**config.mk**
```make
export PLATFORM = sky130hd
export DESIGN_NAME = bcd_seq_adder
export DESIGN_NICKNAME = d
export VERILOG_FILES = /design/src/rtl/bcd_pkg.sv /design/src/rtl/bcd_digit_add.sv /design/src/rtl/bcd_seq_adder.sv
export SDC_FILE = /design/constraint.sdc
export NUM_CORES = 1
export LEC_CHECK = 0
export CORE_UTILIZATION = 45
export CTS_BUF_LIST = sky130_fd_sc_hd__clkbuf_16
export CTS_CLUSTER_DIAMETER = 120
export DETAILED_ROUTE_END_ITERATION = 8
export HOLD_SLACK_MARGIN = 0.12
export PLACE_DENSITY = 0.8
export RECOVER_POWER = 50
export SLEW_MARGIN = 20
export SYNTH_ARGS = -nofsm -noshare
export SYNTH_HDL_FRONTEND = slang
export SYNTH_SLANG_ARGS = --single-unit
```
**constraint.sdc**
```tcl
create_clock -name clk -period 7.5 [get_ports clk]
set_input_delay 0.75 -clock clk [delete_from_list [all_inputs] [get_ports clk]]
set_output_delay 0.75 -clock clk [all_outputs]
set_load 0.01 [all_outputs]
```
**src/rtl/bcd_pkg.sv**
```systemverilog
// Shared constants, FSM state encoding and digit validation for the sequential BCD adder.
package bcd_pkg;

    localparam int DIGIT_W = 4;
    localparam logic [DIGIT_W-1:0] BCD_MAX = 4'd9;

    typedef enum logic [1:0] {
        IDLE = 2'd0,
        RUN  = 2'd1,
        FIN  = 2'd2
    } state_t;

    function automatic logic is_bcd(input logic [DIGIT_W-1:0] digit);
        return (digit <= BCD_MAX);
    endfunction

endpackage

```
**src/rtl/bcd_digit_add.sv**
```systemverilog
// One-digit BCD add/subtract slice: nines'-complement of b_d in sub mode, +6 decimal correction.
module bcd_digit_add
    import bcd_pkg::*;
(
    input  logic [DIGIT_W-1:0] a_d,
    input  logic [DIGIT_W-1:0] b_d,
    input  logic               cin,
    input  logic               sub,
    output logic [DIGIT_W-1:0] digit,
    output logic               cout
);

    logic [DIGIT_W-1:0] b_eff;
    logic [DIGIT_W:0]   t;
    logic [DIGIT_W:0]   t_adj;

    always_comb begin
        b_eff = sub ? (BCD_MAX - b_d) : b_d;
        t     = {1'b0, a_d} + {1'b0, b_eff} + {{DIGIT_W{1'b0}}, cin};
        // t never exceeds 19, so adding 6 and keeping the low nibble yields the decimal digit
        t_adj = t + 5'd6;
        cout  = (t > 5'd9);
        digit = cout ? t_adj[DIGIT_W-1:0] : t[DIGIT_W-1:0];
    end

endmodule

```
**src/rtl/bcd_seq_adder.sv**
```systemverilog
// Multi-digit BCD adder/subtractor, one digit per clock LSD first, with start/done handshake.
module bcd_seq_adder
    import bcd_pkg::*;
#(
    parameter int N_DIGITS = 4
) (
    input  logic                        clk,
    input  logic                        resetn,
    input  logic                        start,
    input  logic                        sub,
    input  logic                        cin,
    input  logic [4*N_DIGITS-1:0]       a,
    input  logic [4*N_DIGITS-1:0]       b,
    output logic                        busy,
    output logic                        done,
    output logic [4*N_DIGITS-1:0]       sum,
    output logic                        cout,
    output logic                        err
);

    // Handshake: start is a level sampled only in IDLE; done is high for exactly the one
    // cycle spent in FIN, and sum/cout are final and stable from that cycle until the next
    // accepted start. start seen in RUN or FIN is dropped, never queued.

    localparam int W     = DIGIT_W * N_DIGITS;
    localparam int IDX_W = (N_DIGITS > 1) ? $clog2(N_DIGITS) : 1;
    localparam logic [IDX_W-1:0] LAST_IDX = IDX_W'(N_DIGITS - 1);

    state_t             state_q, state_d;
    logic [IDX_W-1:0]   idx_q, idx_d;
    logic [W-1:0]       opa_q, opa_d;
    logic [W-1:0]       opb_q, opb_d;
    logic               sub_q, sub_d;
    logic               carry_q, carry_d;
    logic [W-1:0]       sum_q, sum_d;
    logic               cout_q, cout_d;
    logic               err_q, err_d;

    logic               ops_ok;
    logic [DIGIT_W-1:0] dig_a, dig_b, dig_sum;
    logic               dig_cout;

    always_comb begin
        ops_ok = 1'b1;
        for (int i = 0; i < N_DIGITS; i++) begin
            if (!is_bcd(a[DIGIT_W*i +: DIGIT_W]) || !is_bcd(b[DIGIT_W*i +: DIGIT_W])) begin
                ops_ok = 1'b0;
            end
        end
    end

    assign dig_a = opa_q[DIGIT_W*idx_q +: DIGIT_W];
    assign dig_b = opb_q[DIGIT_W*idx_q +: DIGIT_W];

    bcd_digit_add u_digit (
        .a_d   (dig_a),
        .b_d   (dig_b),
        .cin   (carry_q),
        .sub   (sub_q),
        .digit (dig_sum),
        .cout  (dig_cout)
    );

    always_comb begin
        state_d = state_q;
        idx_d   = idx_q;
        opa_d   = opa_q;
        opb_d   = opb_q;
        sub_d   = sub_q;
        carry_d = carry_q;
        sum_d   = sum_q;
        cout_d  = cout_q;
        err_d   = err_q;

        case (state_q)
            IDLE: begin
                if (start) begin
                    opa_d  = a;
                    opb_d  = b;
                    sub_d  = sub;
                    sum_d  = '0;
                    cout_d = 1'b0;
                    if (ops_ok) begin
                        err_d   = 1'b0;
                        idx_d   = '0;
                        // Subtraction is A + nines'(B) + 1, i.e. tens' complement
                        carry_d = sub ? 1'b1 : cin;
                        state_d = RUN;
                    end else begin
                        err_d   = 1'b1;
                        state_d = FIN;
                    end
                end
            end
            RUN: begin
                sum_d[DIGIT_W*idx_q +: DIGIT_W] = dig_sum;
                carry_d = dig_cout;
                idx_d   = idx_q + 1'b1;
                if (idx_q == LAST_IDX) begin
                    idx_d   = '0;
                    cout_d  = dig_cout;
                    state_d = FIN;
                end
            end
            FIN: begin
                state_d = IDLE;
            end
            default: begin
                state_d = IDLE;
            end
        endcase
    end

    always_ff @(posedge clk) begin
        if (!resetn) begin
            state_q <= IDLE;
            idx_q   <= '0;
            opa_q   <= '0;
            opb_q   <= '0;
            sub_q   <= 1'b0;
            carry_q <= 1'b0;
            sum_q   <= '0;
            cout_q  <= 1'b0;
            err_q   <= 1'b0;
        end else begin
            state_q <= state_d;
            idx_q   <= idx_d;
            opa_q   <= opa_d;
            opb_q   <= opb_d;
            sub_q   <= sub_d;
            carry_q <= carry_d;
            sum_q   <= sum_d;
            cout_q  <= cout_d;
            err_q   <= err_d;
        end
    end

    assign busy = (state_q == RUN);
    assign done = (state_q == FIN);
    assign sum  = sum_q;
    assign cout = cout_q;
    assign err  = err_q;

endmodule

```
* Word-level counts from Yosys, hierarchy flattened *
Index checks and enable logic that the tools add are counted.
Widths: inputs -> output; s select.

cells by class
  equal/unequal tests = 6
  muxes and demuxes = 25
  reductions and logical operators = 19
  magnitude comparators = 9
  add/sub/neg operators = 6
  shift operators = 4

operators by type and width
  cell                     number
  $neg 4->34               1
  $shift 4x34->16 const A  1
  $shiftx 4x34->16         1
  $le 4x4->1 const B       8
  $pmux 16 s2              1
  $shiftx 16x5->4          2
  $bwmux 16                1
  $mux 16                  1
  $mux 2                   6
  $mux 1                   10
  $logic_not 1->1          8
  $mux 4                   2
  $pmux 2 s2               2
  $reduce_and 2->1         3
  $reduce_and 3->1         2
  $add 4x4->5              1
  $add 5x1->5              1
  $gt 5x4->1 const B       1
  $add 4x3->4 const B      1
  $eq 2x2->1 const B       2
  $logic_or 1x1->1         4
  $ne 2x2->1 const B       2
  $pmux 1 s2               2
  $sub 4x4->4 const A      1
  5 further kinds          5

storage, ports and cells
  flip-flop bits (word level) = 56
  bits of input ports = 37

* Logic depth before layout (Yosys ltp) *
  depth in word-level cells = 10
  depth in mapped cells = 14
  gate-level depth less buffers = 13

* Cells and area by module *
A second synthesis with hierarchy kept.

unflattened totals
  cell total of the unflattened synthesis = 309
  area total of the unflattened synthesis = 2696.3 um2

modules (own cells, without submodules)
  module         seq. area each (um2)  area each (um2)  instances  cells an instance
  bcd_seq_adder  1121.1                2418.6           1          274
  bcd_digit_add  0.0                   277.8            1          35

* Least setup slack after synthesis *
No wires, ideal clock.

  path kind = register to register
  from = register idx_q[0]
  to = register sum_q[13], in the netlist sum[13]
  stages on the path, launching flop included = 14
  setup time = 0.128 ns
  arrival = 3.147 ns
  path slack = 4.226 ns
  data required time = 7.372 ns
  clock period less this slack = 3.274 ns
  cell sequence = dfxtp_1 -> buf_2 -> mux4_2 -> xnor2_1 -> fa_1 -> inv_1 -> fa_1 -> inv_1 -> ha_1 -> a22o_1 -> o31a_1 -> xnor2_2 -> a22oi_1 -> nor2_1

between the ends
  word-level cells in the longest chain between the ends = 10

RTL lines
  item                                              RTL line                                  RTL
  start, declared                                   bcd_seq_adder.sv:30                       logic [IDX_W-1:0] idx_q, idx_d;
  start signal, assigned                            bcd_seq_adder.sv:127                      idx_q <= idx_d;
  $shiftx 16x5->4                                   bcd_seq_adder.sv:53                       assign dig_b = opb_q[DIGIT_W*idx_q +: DIGIT_W];
  $sub 4x4->4                                       bcd_digit_add.sv:18                       b_eff = sub ? (BCD_MAX - b_d) : b_d;
  $mux 4                                            bcd_digit_add.sv:18
  $add 4x4->5                                       bcd_digit_add.sv:19                       t = {1'b0, a_d} + {1'b0, b_eff} + {{DIGIT_W{1'b0}}, cin};
  $add 5x1->5                                       bcd_digit_add.sv:19
  $add 4x3->4 / $gt 5x4->1 (equally long branches)  bcd_digit_add.sv:21, bcd_digit_add.sv:22
  $mux 4                                            bcd_digit_add.sv:23                       digit = cout ? t_adj[DIGIT_W-1:0] : t[DIGIT_W-1:0];
  $shiftx 4x34->16                                  bcd_seq_adder.sv:96                       sum_d[DIGIT_W*idx_q +: DIGIT_W] = dig_sum;
  $bwmux 16 (*)                                     bcd_seq_adder.sv:96
  $pmux 16 s2 (*)                                   bcd_seq_adder.sv:75                       case (state_q)
  end signal, assigned                              bcd_seq_adder.sv:132                      sum_q <= sum_d;
  end, declared                                     bcd_seq_adder.sv:35                       logic [W-1:0] sum_q, sum_d;

Mark *: on every way between the ends. The rest lies on a longest branch, timed or not.
A chain may end at the register's enable or synchronous reset.

* Worst setup path in the final report *
  from = register idx_q[0]
  to = register sum_q[2], in the netlist sum[2]

Same word-level chain as after synthesis.

==> impl_metrics.toml <==
[run_status]
outcome = "completed"

[route]
vias = 2309
drc = 0
wl_per_cell_microns = 14.1
drt_iter0_markers = 133
top_layer_used = "met4"
dr_wl_met3_microns = 299
antenna_left = 0
route.met2.wl_mm = 3.08
totalWireLength_mm = 6.01
dr.pass1.iters = 5
met1_length_mm = 2.53
vias_per_cell = 5.41

[grt]
antenna_found_initial = 0
grt_pass1_vias = 2221
track_usage_pct = 21.5
grt_max_degree = 34
grt_first_pass_wirelength_mm = 10.2
grt_remaining_overflow = 0

[synthesis]
syn_avg_cell_area_sq_um = 8.52
synth-async-reset-ratio_pct = 0
ys.flop_type = "dfxtp_1"
synth_edf_count = 0
ys_seq_area_share_pct = 43.1
syn-cell-area_sq_mm = 0.00260
netlist_instances = 305
syn_nets = 353
yosysWarnings = 0
synth-seq-cells = 56
synth.distinct_cells = 39

[critical_path]
slowest_delay_ps = 880
cp_slowest_cell = "dfxtp_1"
crit_fanout = 18
cp_top_family = "flip-flops"
cp.arrival_ps = 4200
cp-start-kind = "flop"
crit_path_end_kind = "flop"
critical_path_class = "reg -> reg"
required_ps = 7720
crit_chain = "mux4_2 > xnor2_1 > fa_1 > inv_1 > fa_1 > xnor2_1 > ha_1 > a22o_1 > o31a_1 > mux2i_1 > nand2_1 > o21ai_1"
crit_buf_inv = 1

[timing]
fin_crit_sh_pct = 53.1
tightest_slew_ps = 1370
relSlewSlack_pct = 8.75
final_hold_viol_count = 0
setup_viol = 0
finalWorstSetupSlack_ps = 3510
tns_ps = 0
grt_setup_unrepaired = "false"
period_minus_slack_ps = 3990
clock_skew_ps = 10.2
max_freq_mhz = 251
drv_slew = 0

[place]
placed_area_sq_mm = 0.00320
dp_slack_ps = 3570
port_buffers = 56
hpwl_mm = 4.51
place.gp.congestion = 0.856
dp.cells = 419

[power]
power_w = 0.000646
leakage_nw = 1.32
power_density_mw_per_mm2 = 193
ir_drop_mv = 0.153

[cells_and_area]
antenna_cells = 0
area_delta_synth_final_pct = 28.6
final_cells = 427
num-fill-cells = 503
fin_area_sq_mm = 0.00334
drive_above_1_share_pct = 5.07
fin_nets = 402

[floorplan]
die_w_microns = 78.0
core_sq_mm = 0.00554
rows = 27
die_h_microns = 78.0
io_pins = 57
design.die.area_sq_mm = 0.00608
initial_core_util_pct = 46.9

[clock_network]
cts_sinks = 56
ctsResizeCount = 0
path_clk_slew_ps = 70
cts_tree = "yes"
cts_hold_buf = 0
cts_max_path_buffers = 2
postCtsSetupBuffers = 0
htree_levels = 2
cts-root-buf = "clkbuf_16"
clk_latency_ps = 290
cts_buffers = 5

[min_path]
hold_path.class = "reg -> reg"

[flow_run]
cap_violations = 0
synth_stat cells, types with 5 or more instances:
master,count,share of area [%]
inv_1,9,1.3
nand2_1,75,11
nor3_1,5,0.96
dfxtp_1,56,43
nand3_1,5,0.96
o21ai_1,6,1.2
ha_1,9,4.3
mux4_2,8,6.9
nor2_1,15,2.2
o21ai_0,11,2.1
clkbuf_1,13,1.9
a21oi_1,41,7.9
worst min-delay path, cell delays in order (launching register included):
cell and delay (ps):
dfxtp_1 310, nand2_1 50, a21oi_1 50
kinds of logic (layout without fill, tap and decap cells):
group,Yosys count,after routing,synth area share (%)
buffers and inverters,28,78,4.19
flip-flops,56,56,43.1
AO/OA/AOI/OAI,76,76,17.0
AND/OR/NAND/NOR,119,119,20.1
adder cells (fa/ha/maj),11,11,5.87
XOR/XNOR,4,4,1.64
multiplexers,11,11,8.09
worst paths after layout:
check | startpoint | endpoint | slack [ps] | depth (start not counted)
min | opa_q[2]$_SDFFE_PN0P_ | opa_q[2]$_SDFFE_PN0P_ | 460 | 2
min reg2reg | opa_q[2]$_SDFFE_PN0P_ | opa_q[2]$_SDFFE_PN0P_ | 460 | 2
max reg2reg | idx_q[0]$_SDFFE_PN0P_ | sum[2]$_SDFFE_PN0P_ | 3510 | 12
max | idx_q[0]$_SDFFE_PN0P_ | sum[2]$_SDFFE_PN0P_ | 3510 | 12
routing by layer:
layer / vias to the layer above / track usage [%]
met1: 1067 / 25.9
met5: - / 0
met2: 72 / 37.9
met3: 10 / 4.35
met4: 0 / 7.41
li1: 1160 / -
final cells by class:
class,instances,area (sq um),share of cell area [%]
Multi-Input combinational cell,221,1370,41.1
Sequential cell,56,1120,33.5
Timing Repair Buffer,58,572,17.1
Clock buffer,5,125,3.74
Tap cell,72,90.1,2.69
Inverter,12,45.0,1.35
Clock inverter,3,16.3,0.487
power breakdown:
part / total [W] / internal [W] / switching [W]
registers: 0.000317 / 0.000309 / 0.00000711
logic: 0.000104 / 0.0000492 / 0.0000553
clock network: 0.000225 / 0.000122 / 0.000103
total: 0.000646 / 0.000481 / 0.000165
cells in the final DEF (no fill, tap or decap), types with 3 or more instances in the layout:
| cell type | netlist | routed |
|---|---|---|
| a21oi_1 | 41 | 41 |
| a22oi_1 | 4 | 4 |
| a32o_1 | 4 | 4 |
| and2_1 | 4 | 3 |
| clkbuf_16 | 0 | 5 |
| clkdlybuf4s50_1 | 0 | 35 |
| dfxtp_1 | 56 | 56 |
| dlygate4sd3_1 | 0 | 21 |
| ha_1 | 9 | 9 |
| inv_1 | 9 | 12 |
| mux2i_1 | 3 | 3 |
| mux4_2 | 8 | 8 |
| nand2_1 | 75 | 75 |
| nand3_1 | 5 | 4 |
| nand4_1 | 4 | 4 |
| nor2_1 | 15 | 15 |
| nor3_1 | 5 | 5 |
| o21ai_0 | 11 | 11 |
| o21ai_1 | 6 | 6 |
| xnor2_1 | 3 | 3 |
sequential cells by signal, summed over array words and instances, names as in the netlist:
register / count
err: 1
carry_q: 1
state_q: 2
cout: 1
sub_q: 1
opb_q: 16
idx_q: 2
opa_q: 16
sum: 16
per-stage QoR:
| stage | util, % | hold slack [ps] |
|---|---|---|
| 2_1_floorplan | - | 428 |
| 3_3_place_gp | 57.8 | 438 |
| 3_5_place_dp | 57.8 | 449 |
| 4_1_cts | 60.3 | 459 |
| 5_1_grt | 60.3 | 475 |
| 6_report | 60.3 | 457 |
Power figures use the tool's default switching activity.
